## src/rtl/id_stage.sv

```systemverilog
// id_stage: registered RV32/RV64 instruction decoder between IF and EX.
// A flagged bundle (illegal/ebreak/ecall) parks the stage in HALT until flush.
module id_stage #(
    parameter int XLEN  = 32,
    parameter int NREG  = 32,
    parameter int HAS_M = 0,
    parameter int CNT_W = 32
) (
    input  logic             clk,
    input  logic             rst_n,
    input  logic             flush,
    input  logic             in_valid,
    output logic             in_ready,
    input  logic [31:0]      in_instr,
    input  logic [XLEN-1:0]  in_pc,
    output logic             out_valid,
    input  logic             out_ready,
    output logic [XLEN-1:0]  out_pc,
    output logic [4:0]       out_rs1,
    output logic [4:0]       out_rs2,
    output logic [4:0]       out_rd,
    output logic [XLEN-1:0]  out_imm,
    output logic [4:0]       out_alu_op,
    output logic             out_reg_write,
    output logic             out_mem_read,
    output logic             out_mem_write,
    output logic [1:0]       out_mem_len,
    output logic             out_mem_unsigned,
    output logic             out_word,
    output logic             out_branch,
    output logic             out_jal,
    output logic             out_jalr,
    output logic             out_lui,
    output logic             out_auipc,
    output logic             out_ebreak,
    output logic             out_ecall,
    output logic             out_illegal,
    output logic [CNT_W-1:0] dec_count
);
    localparam logic [0:0] RUN  = 1'b0;
    localparam logic [0:0] HALT = 1'b1;
    localparam bit RV64 = (XLEN == 64);
    localparam logic [4:0] ADD = 5'd0, SUB = 5'd1, SRL = 5'd6, SRA = 5'd7, SLT = 5'd8, SLTU = 5'd9;
    // funct3 -> alu_op for the register/immediate integer ops (index 0 = ADD ... 7 = AND)
    localparam logic [7:0][4:0] F3_ALU = {5'd2, 5'd3, 5'd6, 5'd4, 5'd9, 5'd8, 5'd5, 5'd0};

    logic [0:0] state;
    logic [6:0] opc, f7;
    logic [2:0] f3;
    logic [4:0] rs1_f, rs2_f, rd_f, m_alu;
    logic [XLEN-1:0] imm_i, imm_s, imm_b, imm_u, imm_j;
    logic sh_zero, sh_sra, accept, ill, exc;
    logic u1, u2, ud, d_ill, d_rw, d_mr, d_mw, d_uns, d_word, d_br, d_jal, d_jalr, d_lui, d_auipc, d_eb, d_ec;
    logic [4:0] d_alu;
    logic [1:0] d_len;
    logic [XLEN-1:0] d_imm;

    assign opc   = in_instr[6:0];
    assign f3    = in_instr[14:12];
    assign f7    = in_instr[31:25];
    assign rs1_f = in_instr[19:15];
    assign rs2_f = in_instr[24:20];
    assign rd_f  = in_instr[11:7];
    assign m_alu = 5'd10 + {2'b00, f3};
    assign imm_i = XLEN'($signed(in_instr[31:20]));
    assign imm_s = XLEN'($signed({in_instr[31:25], in_instr[11:7]}));
    assign imm_b = XLEN'($signed({in_instr[31], in_instr[7], in_instr[30:25], in_instr[11:8], 1'b0}));
    assign imm_u = XLEN'($signed({in_instr[31:12], 12'h000}));
    assign imm_j = XLEN'($signed({in_instr[31], in_instr[19:12], in_instr[20], in_instr[30:21], 1'b0}));
    // RV64 shift immediates borrow instr[25] as shamt[5]
    assign sh_zero = RV64 ? (in_instr[31:26] == 6'b000000) : (f7 == 7'b0000000);
    assign sh_sra  = RV64 ? (in_instr[31:26] == 6'b010000) : (f7 == 7'b0100000);

    always_comb begin
        {u1, u2, ud, d_ill, d_rw, d_mr, d_mw, d_uns, d_word} = '0;
        {d_br, d_jal, d_jalr, d_lui, d_auipc, d_eb, d_ec} = '0;
        d_alu = ADD;
        d_len = 2'd0;
        d_imm = '0;
        case (opc)
            7'b0110111: begin d_lui = 1'b1; d_rw = 1'b1; ud = 1'b1; d_imm = imm_u; end
            7'b0010111: begin d_auipc = 1'b1; d_rw = 1'b1; ud = 1'b1; d_imm = imm_u; end
            7'b1101111: begin d_jal = 1'b1; d_rw = 1'b1; ud = 1'b1; d_imm = imm_j; end
            7'b1100111: begin
                d_jalr = 1'b1; d_rw = 1'b1; u1 = 1'b1; ud = 1'b1; d_imm = imm_i;
                d_ill = f3 != 3'b000;
            end
            7'b1100011: begin
                d_br = 1'b1; u1 = 1'b1; u2 = 1'b1; d_imm = imm_b;
                d_alu = f3[2] ? (f3[1] ? SLTU : SLT) : SUB;
                d_ill = f3[2:1] == 2'b01;
            end
            7'b0000011: begin
                d_mr = 1'b1; d_rw = 1'b1; u1 = 1'b1; ud = 1'b1; d_imm = imm_i;
                d_len = f3[1:0];
                d_uns = f3[2];
                d_ill = f3 == 3'b111 || (!RV64 && (f3 == 3'b011 || f3 == 3'b110));
            end
            7'b0100011: begin
                d_mw = 1'b1; u1 = 1'b1; u2 = 1'b1; d_imm = imm_s;
                d_len = f3[1:0];
                d_ill = f3[2] || (!RV64 && f3 == 3'b011);
            end
            7'b0010011: begin
                d_rw = 1'b1; u1 = 1'b1; ud = 1'b1; d_imm = imm_i;
                d_alu = F3_ALU[f3];
                if (f3 == 3'b001) d_ill = !sh_zero;
                if (f3 == 3'b101) begin
                    d_ill = !(sh_zero || sh_sra);
                    d_alu = sh_sra ? SRA : SRL;
                end
            end
            7'b0011011: begin
                d_rw = 1'b1; u1 = 1'b1; ud = 1'b1; d_imm = imm_i; d_word = 1'b1;
                d_alu = F3_ALU[f3];
                d_ill = !RV64 || !(f3 == 3'b000 || (f3 == 3'b001 && f7 == 7'h00) ||
                                   (f3 == 3'b101 && (f7 == 7'h00 || f7 == 7'h20)));
                if (f3 == 3'b101) d_alu = f7[5] ? SRA : SRL;
            end
            7'b0110011: begin
                d_rw = 1'b1; u1 = 1'b1; u2 = 1'b1; ud = 1'b1;
                d_alu = f7 == 7'h20 ? (f3 == 3'b000 ? SUB : SRA) : f7 == 7'h01 ? m_alu : F3_ALU[f3];
                d_ill = !(f7 == 7'h00 || (f7 == 7'h20 && (f3 == 3'b000 || f3 == 3'b101)) ||
                          (f7 == 7'h01 && HAS_M != 0));
            end
            7'b0111011: begin
                d_rw = 1'b1; u1 = 1'b1; u2 = 1'b1; ud = 1'b1; d_word = 1'b1;
                d_alu = f7 == 7'h20 ? (f3 == 3'b000 ? SUB : SRA) : f7 == 7'h01 ? m_alu : F3_ALU[f3];
                d_ill = !RV64 || !((f7 == 7'h00 && (f3 == 3'b000 || f3 == 3'b001 || f3 == 3'b101)) ||
                                   (f7 == 7'h20 && (f3 == 3'b000 || f3 == 3'b101)) ||
                                   (f7 == 7'h01 && HAS_M != 0 && (f3 == 3'b000 || f3[2])));
            end
            7'b1110011: begin
                d_eb  = in_instr == 32'h0010_0073;
                d_ec  = in_instr == 32'h0000_0073;
                d_ill = !(d_eb || d_ec);
            end
            default: d_ill = 1'b1;
        endcase
    end

    assign ill = d_ill || (u1 && 32'(rs1_f) >= NREG) || (u2 && 32'(rs2_f) >= NREG) ||
                 (ud && 32'(rd_f) >= NREG);
    assign exc      = ill || d_eb || d_ec;
    assign in_ready = (state == RUN) && !flush && (!out_valid || out_ready);
    assign accept   = in_valid && in_ready;

    always_ff @(posedge clk or negedge rst_n) begin
        if (!rst_n) begin
            state <= RUN;
            out_valid <= 1'b0;
            dec_count <= '0;
            out_pc <= '0;
            out_imm <= '0;
            {out_rs1, out_rs2, out_rd, out_alu_op, out_mem_len} <= '0;
            {out_reg_write, out_mem_read, out_mem_write, out_mem_unsigned, out_word} <= '0;
            {out_branch, out_jal, out_jalr, out_lui, out_auipc, out_ebreak, out_ecall, out_illegal} <= '0;
        end else begin
            if (out_valid && out_ready && !flush) dec_count <= dec_count + 1'b1;
            if (flush) begin
                out_valid <= 1'b0;
                state <= RUN;
            end else if (accept) begin
                out_valid <= 1'b1;
                if (exc) state <= HALT;
                out_pc <= in_pc;
                out_rs1 <= u1 ? rs1_f : 5'd0;
                out_rs2 <= u2 ? rs2_f : 5'd0;
                out_rd <= ud ? rd_f : 5'd0;
                out_imm <= d_imm;
                out_alu_op <= ill ? ADD : d_alu;
                out_reg_write <= d_rw && !ill;
                out_mem_read <= d_mr && !ill;
                out_mem_write <= d_mw && !ill;
                out_mem_len <= d_len;
                out_mem_unsigned <= d_uns;
                out_word <= d_word && !ill;
                out_branch <= d_br && !ill;
                out_jal <= d_jal && !ill;
                out_jalr <= d_jalr && !ill;
                out_lui <= d_lui && !ill;
                out_auipc <= d_auipc && !ill;
                out_ebreak <= d_eb && !ill;
                out_ecall <= d_ec && !ill;
                out_illegal <= ill;
            end else if (out_ready) begin
                out_valid <= 1'b0;
            end
        end
    end
endmodule

```

## config.mk

```make
export PLATFORM = sky130hd
export DESIGN_NAME = id_stage
export DESIGN_NICKNAME = d
export VERILOG_FILES = /design/src/rtl/id_stage.sv
export SDC_FILE = /design/constraint.sdc
export NUM_CORES = 1
export LEC_CHECK = 0
export CAP_MARGIN = 20
export CORE_MARGIN = 4
export CORE_UTILIZATION = 40
export DETAILED_ROUTE_END_ITERATION = 7
export GPL_TIMING_DRIVEN = 1
export PLACE_DENSITY = 0.7
export SKIP_LAST_GASP = 1
export SLEW_MARGIN = 40
export SYNTH_ARGS = -nofsm -noshare
export SYNTH_HDL_FRONTEND = slang
export SYNTH_SLANG_ARGS = --single-unit
```

## constraint.sdc

```tcl
create_clock -name clk -period 2.35 [get_ports clk]
set_input_delay 0.47 -clock clk [delete_from_list [all_inputs] [get_ports clk]]
set_output_delay 0.47 -clock clk [all_outputs]
set_load 0.1 [all_outputs]
```

==> qor.yml, run 1 <==
status: "complete, no violations"
worstPathMaxFanout: 3
power_density_nw_per_um2: 860.0
use_met3_pct: 6.107
worst_ep_arrival_time_ns: 2.59
stdcell_count: 1109
antenna_found_initial: 0
viasPerCell: 5.314
synth_xor_area_share_pct: 4.428
worst_slack_ns: 0.06094
die_w_um: 131.8
synth_compound_area_share_pct: 16.14
synth_enable_flop_cells: 0
crit_type: "in -> reg"
synthCells: 611
drc: 0
syn_area_um2: 6132
groute.usage.overall_pct: 23.11
port_buffers: 201
grtUsageMet1_pct: 31.12
num_rows: 44
clk_pin_slew_ns: 0.06
yosysSeqAreaShare_pct: 54.27
cp-start-kind: "input pin"
dr.pass1.iters: 5
period_share_pct: 97.41
busiest_layer: "met2"
worstPathRequired_ns: 2.65
drtIter0Drc: 291
hold_path_class: "in -> async"
fin_worst_skew_ns: 0.009015
layout.nets: 986
cts_tree: "done"
placedCellCount: 1078
num_vias: 5893
start_util_pct: 41.56
cts_buffer_depth: 2
clock_latency_ns: 0.42
yosys_warnings: 0
peakVddDrop_mv: 0.4812
ys_ff_latch: 133
dominantRegCellSynth: "dfrtp_1"
grt_use_met2_pct: 36.59
cts_hold_buffers: 0
synth.avg_cell_area_um2: 10.04
hpwl_mm: 15.16
max_freq_mhz: 436.9
cts_inserted_buffers: 17
relSlewSlack_pct: 63.06
antenna_left: 0
ys_top_cells_by_area: "dfrtp_1, nand2_1, a22o_1, xnor2_1, a221o_1"
dp_slack_ns: -0.3761
ys_types: 69
setup_viol: 0
drv_cap: 0
min_period_ns: 2.289
cts_root_buf: "clkbuf_16"
core_area_um2: 14750
routed_wl_mm: 19.95
muxShareOfSynthArea_pct: 0.5305
place_congestion: 0.8879
yosysTopAreaCell: "dfrtp_1"
hold_slack_ns: 0.01395
h-tree-depth: 4
grt_pass1_wl_mm: 32.45
async_flop_share_pct: 100.0
diodes: 0
synthSimpleGateAreaFrac_pct: 20.42
areaGrowthSynthToFinish_pct: 55.74
yosys.area_share.adder_pct: 0.8162
power.leakage_nw: 4.667
rsz0062_at_grt: "true"
tightest_slew_ns: 0.5541
cts.sinks: 133
finalHoldViolCount: 0
reg2regPathDepth: 5
io_pins: 202
dieArea_um2: 17380
end_kind: "register"
fin_total_pwr_w: 0.008213
die_y_um: 131.8
drv_slew: 0
synth_top_area_share_pct: 54.27
layout-drive-gt1-share_pct: 33.08
synth_top_family_by_area: "simple AND/OR/NAND/NOR gates"
grt_pass1_vias: 6052
overflow: 0
syn_nets: 684
wire_per_inst_um: 17.99
grt_max_degree: 57
==> where the power goes <==
part / switching, W / internal (W) / leakage, nW
logic: 0.00188 / 0.000603 / 2.58
clock network: 0.00101 / 0.00210 / 0.328
registers: 0.000138 / 0.00248 / 1.76
==> worst paths after layout <==
path / start / endpoint / slack (ns)
worst max-delay path: in_instr[2] / out_alu_op[1]$_DFFE_PN0P_ / 0.06
worst min-delay path: rst_n / dec_count[17]$_DFFE_PN0P_ / 0.01
worst max register to register: out_valid$_DFFE_PN0P_ / out_alu_op[1]$_DFFE_PN0P_ / 0.43
worst min register to register: out_pc[1]$_DFFE_PN0P_ / out_pc[1]$_DFFE_PN0P_ / 0.47
max in group asynchronous: rst_n / out_jalr$_DFFE_PN0P_ / 1.70
min in group clk: out_pc[1]$_DFFE_PN0P_ / out_pc[1]$_DFFE_PN0P_ / 0.47
==> cell usage in the layout (no fill, tap or decap), drive strengths merged, types with 5 or more instances in the layout <==
master and instances:
xor2 5, buf 250, and3 8, xnor2 26
a22o 33, nand4 9, nand2 150, clkdlybuf4s50 67
nor3 8, a21oi 19, and2 9, nand3 16
clkbuf 19, o31ai 5, o21ai 20, dfrtp 133
inv 16, nand2b 7, bufinv 7, a221o 11
a31oi 5, nor2 27, nor4 9
==> through the flow <==
step / util, % / setup TNS [ns] / area, um2
finish: 64.73 / 0 / 9550
global route: 64.73 / -0.03245 / 9550
CTS: 64.54 / 0 / 9523
detailed placement: 59.92 / -14.72 / 8841
global placement: 59.92 / -12.70 / 8841
floorplan: - / 0 / 6141
==> worst max-delay path, stage by stage <==
cell,delay (ns)
clkdlybuf4s50_1,0.47
buf_4,0.17
or4_4,0.53
o41ai_4,0.37
a311oi_2,0.11
and4_2,0.29
a22o_1,0.19
==> metal layers <==
layer | routed length (um) | vias up
met4 | 296 | 0
met5 | 0 | -
li1 | - | 2776
met1 | 8908 | 2872
met3 | 1388 | 24
met2 | 9357 | 221
==> timing repair <==
item                       in CTS  in global routing
gates resized for setup         0                  5
buffers inserted                0                  0
setup endpoints to repair       0                 15
==> final cells by class <==
class / instances / area, um2
clock buffer: 19 / 432.9
clock inverter: 12 / 249.0
fill: 1188 / 5204
inverter: 14 / 52.55
multi-input combinational: 430 / 2648
sequential: 133 / 3337
tap: 184 / 230.2
timing repair buffer: 317 / 2601
==> cell usage after synthesis, types with 5 or more instances <==
cell type,instances
a21oi_1,18
a221o_1,11
a22o_1,33
a31oi_1,5
and2_1,8
and3_1,8
buf_1,7
buf_2,7
clkbuf_1,18
dfrtp_1,133
inv_1,14
nand2_1,150
nand2b_1,7
nand3_1,16
nand4_1,8
nor2_1,27
nor3_1,8
nor4_1,9
o21ai_0,18
o31ai_1,5
xnor2_1,26
xor2_1,5
==> cell families after synthesis <==
group / after synthesis
AND/OR/NAND/NOR: 266
flip-flops: 133
AO/OA/AOI/OAI: 126
buffers and inverters: 48
XOR/XNOR: 31
adder cells (fa/ha/maj): 4
multiplexers: 3
==> state kept, by name, indices dropped and copies added (netlist names), 2 cells and up <==
register	count
dec_count	32
out_imm	32
out_pc	32
out_alu_op	5
out_rd	5
out_rs1	5
out_rs2	5
out_mem_len	2
Note: power is estimated with default switching activity, not from simulation.
==> inputs of run 2 (changes only) <==
- CTS_BUF_LIST: not set -> sky130_fd_sc_hd__clkbuf_2 sky130_fd_sc_hd__clkbuf_4 sky130_fd_sc_hd__clkbuf_8
- SETUP_SLACK_MARGIN: not set -> 0.3
- clock period: 2.35 -> 2.7 ns (I/O delays scaled with it)
==> qor.yml, run 2 (same netlist as run 1, synthesis figures left out) <==
dp_slack_ns: -0.1763
grt_use_met2_pct: 35.62
worstSetupPathDepth: 6
grt_pass1_vias: 5864
rsz0062_at_grt: "true"
max_freq_mhz: 423.4
routed_wl_mm: 19.14
num_rows: 44
relSlewSlack_pct: 62.82
reg2reg_slack_ns: 0.81
setup_viol: 0
diodes: 0
min_period_ns: 2.362
grtUsageMet1_pct: 30.18
r2r_start: "out_valid$_DFFE_PN0P_"
n_fill_cell: 1240
hold_path_class: "in -> async"
rr_endpoint: "out_ecall$_DFFE_PN0P_"
finalHoldViolCount: 0
dieArea_um2: 17380
crit_family: "compound AO/OA/AOI/OAI gates"
crit_slowest_cell: "clkdlybuf4s50_1"
antenna_found_initial: 0
hpwl_mm: 14.51
use_met3_pct: 5.115
multi_input_area_um2: 2651
cts_hold_buffers: 0
tightest_slew_ns: 0.5577
die_w_um: 131.8
grt_max_degree: 63
clk_pin_slew_ns: 0.08
startpoint: "in_instr[2]"
power.leakage_nw: 4.336
reg.largest.list: "dec_count (32), out_imm (32), out_pc (32)"
busiest_layer: "met2"
reg2regPathDepth: 6
cp-endpoint: "out_jalr$_DFFE_PN0P_"
fin_area_um2: 8987
switching_share_pct: 39.41
core_area_um2: 14750
h-tree-depth: 4
fin_worst_skew_ns: 0.008033
crit_chain: "clkdlybuf4s50_1 -> or4b_1 -> o2111a_1 -> a311oi_4 -> nand4_4 -> o41ai_2"
clock_latency_ns: 0.44
cp-start-kind: "input pin"
end_kind: "register"
drv_cap: 0
die_y_um: 131.8
io_pins: 202
p_comb_share_pct: 32.8
cts_tree: "done"
drv_slew: 0
viasPerCell: 5.370
seq_area_um2: 3337
layout_commonest_cell: "buf_4"
start_util_pct: 41.56
cts_inserted_buffers: 17
grt_pass1_wl_mm: 31.22
overflow: 0
wire_per_inst_um: 18.02
status: "complete, no violations"
port_buffers: 201
slowest_delay_ns: 0.60
power.switching_w: 0.002525
path_buf_inv: 1
worstPathMaxFanout: 6
postPlaceCellArea_um2: 8468
p_seq_share_pct: 35.6
num_vias: 5703
drtIter0Drc: 452
crit_type: "in -> reg"
stdcell_count: 1062
areaGrowthSynthToFinish_pct: 46.56
cts_buffer_depth: 2
worst_slack_ns: 0.3383
period_share_pct: 87.47
intPower_w: 0.003883
worstPathRequired_ns: 3.03
drc: 0
layout.nets: 938
cts_root_buf: "clkbuf_8"
dr.pass1.iters: 5
hold_slack_ns: 0.07195
peakVddDrop_mv: 0.3173
antenna_left: 0
placedCellCount: 1030
cts.sinks: 133
worst_ep_arrival_time_ns: 2.69
place_congestion: 0.9140
groute.usage.overall_pct: 22.12
power_density_nw_per_um2: 713.0
pwr-share-clk_pct: 31.6
mostFrequentLayoutCells: "buf_4, nand2_1, dfrtp_1"
layout-drive-gt1-share_pct: 29.50
[run 2: changes by cell type in the layout (fill, tap and decap cells not counted), sizes merged]
cell	before	now
clkinvlp	1	3
bufinv	7	6
buf	250	202
clkbuf	19	20
inv	16	15
[run 2: repair_timing]
action	CTS	global route
endpoints found under the setup margin	1	9
resized for setup	2	2
setup buffers	0	0
pin swaps	2	1
[run 2: routing by layer]
metal / up-vias / wire length [um]
met5: - / 0
met4: 0 / 333
met3: 27 / 1191
met2: 221 / 9031
met1: 2781 / 8579
li1: 2674 / -
[run 2: cell type report]
cell class                      instances  share of cell area, %
Clock inverter                         12                  2.506
Inverter                               14                 0.5847
Multi-Input combinational cell        430                  29.50
Timing Repair Buffer                  269                  24.79
Clock buffer                           20                  2.924
Sequential cell                       133                  37.13
Tap cell                              184                  2.562
[run 2: how the worst min path moves through the flow]
stage / slack, ns / to / startpoint
4_1_cts: 0.07 / dec_count[18]$_DFFE_PN0P_ / rst_n
3_5_place_dp: 0.46 / out_pc[5]$_DFFE_PN0P_ / out_pc[5]$_DFFE_PN0P_
2_1_floorplan: 0.24 / dec_count[0]$_DFFE_PN0P_ / rst_n
5_1_grt: 0.08 / dec_count[16]$_DFFE_PN0P_ / rst_n
6_report: 0.07 / dec_count[18]$_DFFE_PN0P_ / rst_n
3_3_place_gp: 0.46 / out_mem_write$_DFFE_PN0P_ / out_mem_write$_DFFE_PN0P_
[run 2: per-stage QoR]
step	setup TNS (ns)	total power [W]	util, %
finish	0	0.006408	60.91
global route	0	0.006665	60.91
CTS	0	0.006473	60.84
detailed placement	-0.9615	0.004427	57.39
global placement	-0.6649	0.004403	57.39
floorplan	0	0.003795	-
[run 2: power by group through the flow]
stage / Sequential [W] / Combinational, W / Clock (W)
finish: 0.00228 / 0.00210 / 0.00203
global route: 0.00230 / 0.00219 / 0.00217
CTS: 0.00228 / 0.00211 / 0.00208
detailed placement: 0.00232 / 0.00211 / 0
global placement: 0.00231 / 0.00209 / 0
floorplan: 0.00349 / 0.000303 / 0
[run 2: worst reg2reg max path, cell delays in order (launching register included)]
cell	delay, ns
dfrtp_2	0.45
inv_1	0.16
o2111a_2	0.49
nand3_1	0.12
nor4_1	0.32
buf_4	0.19
a22o_1	0.11
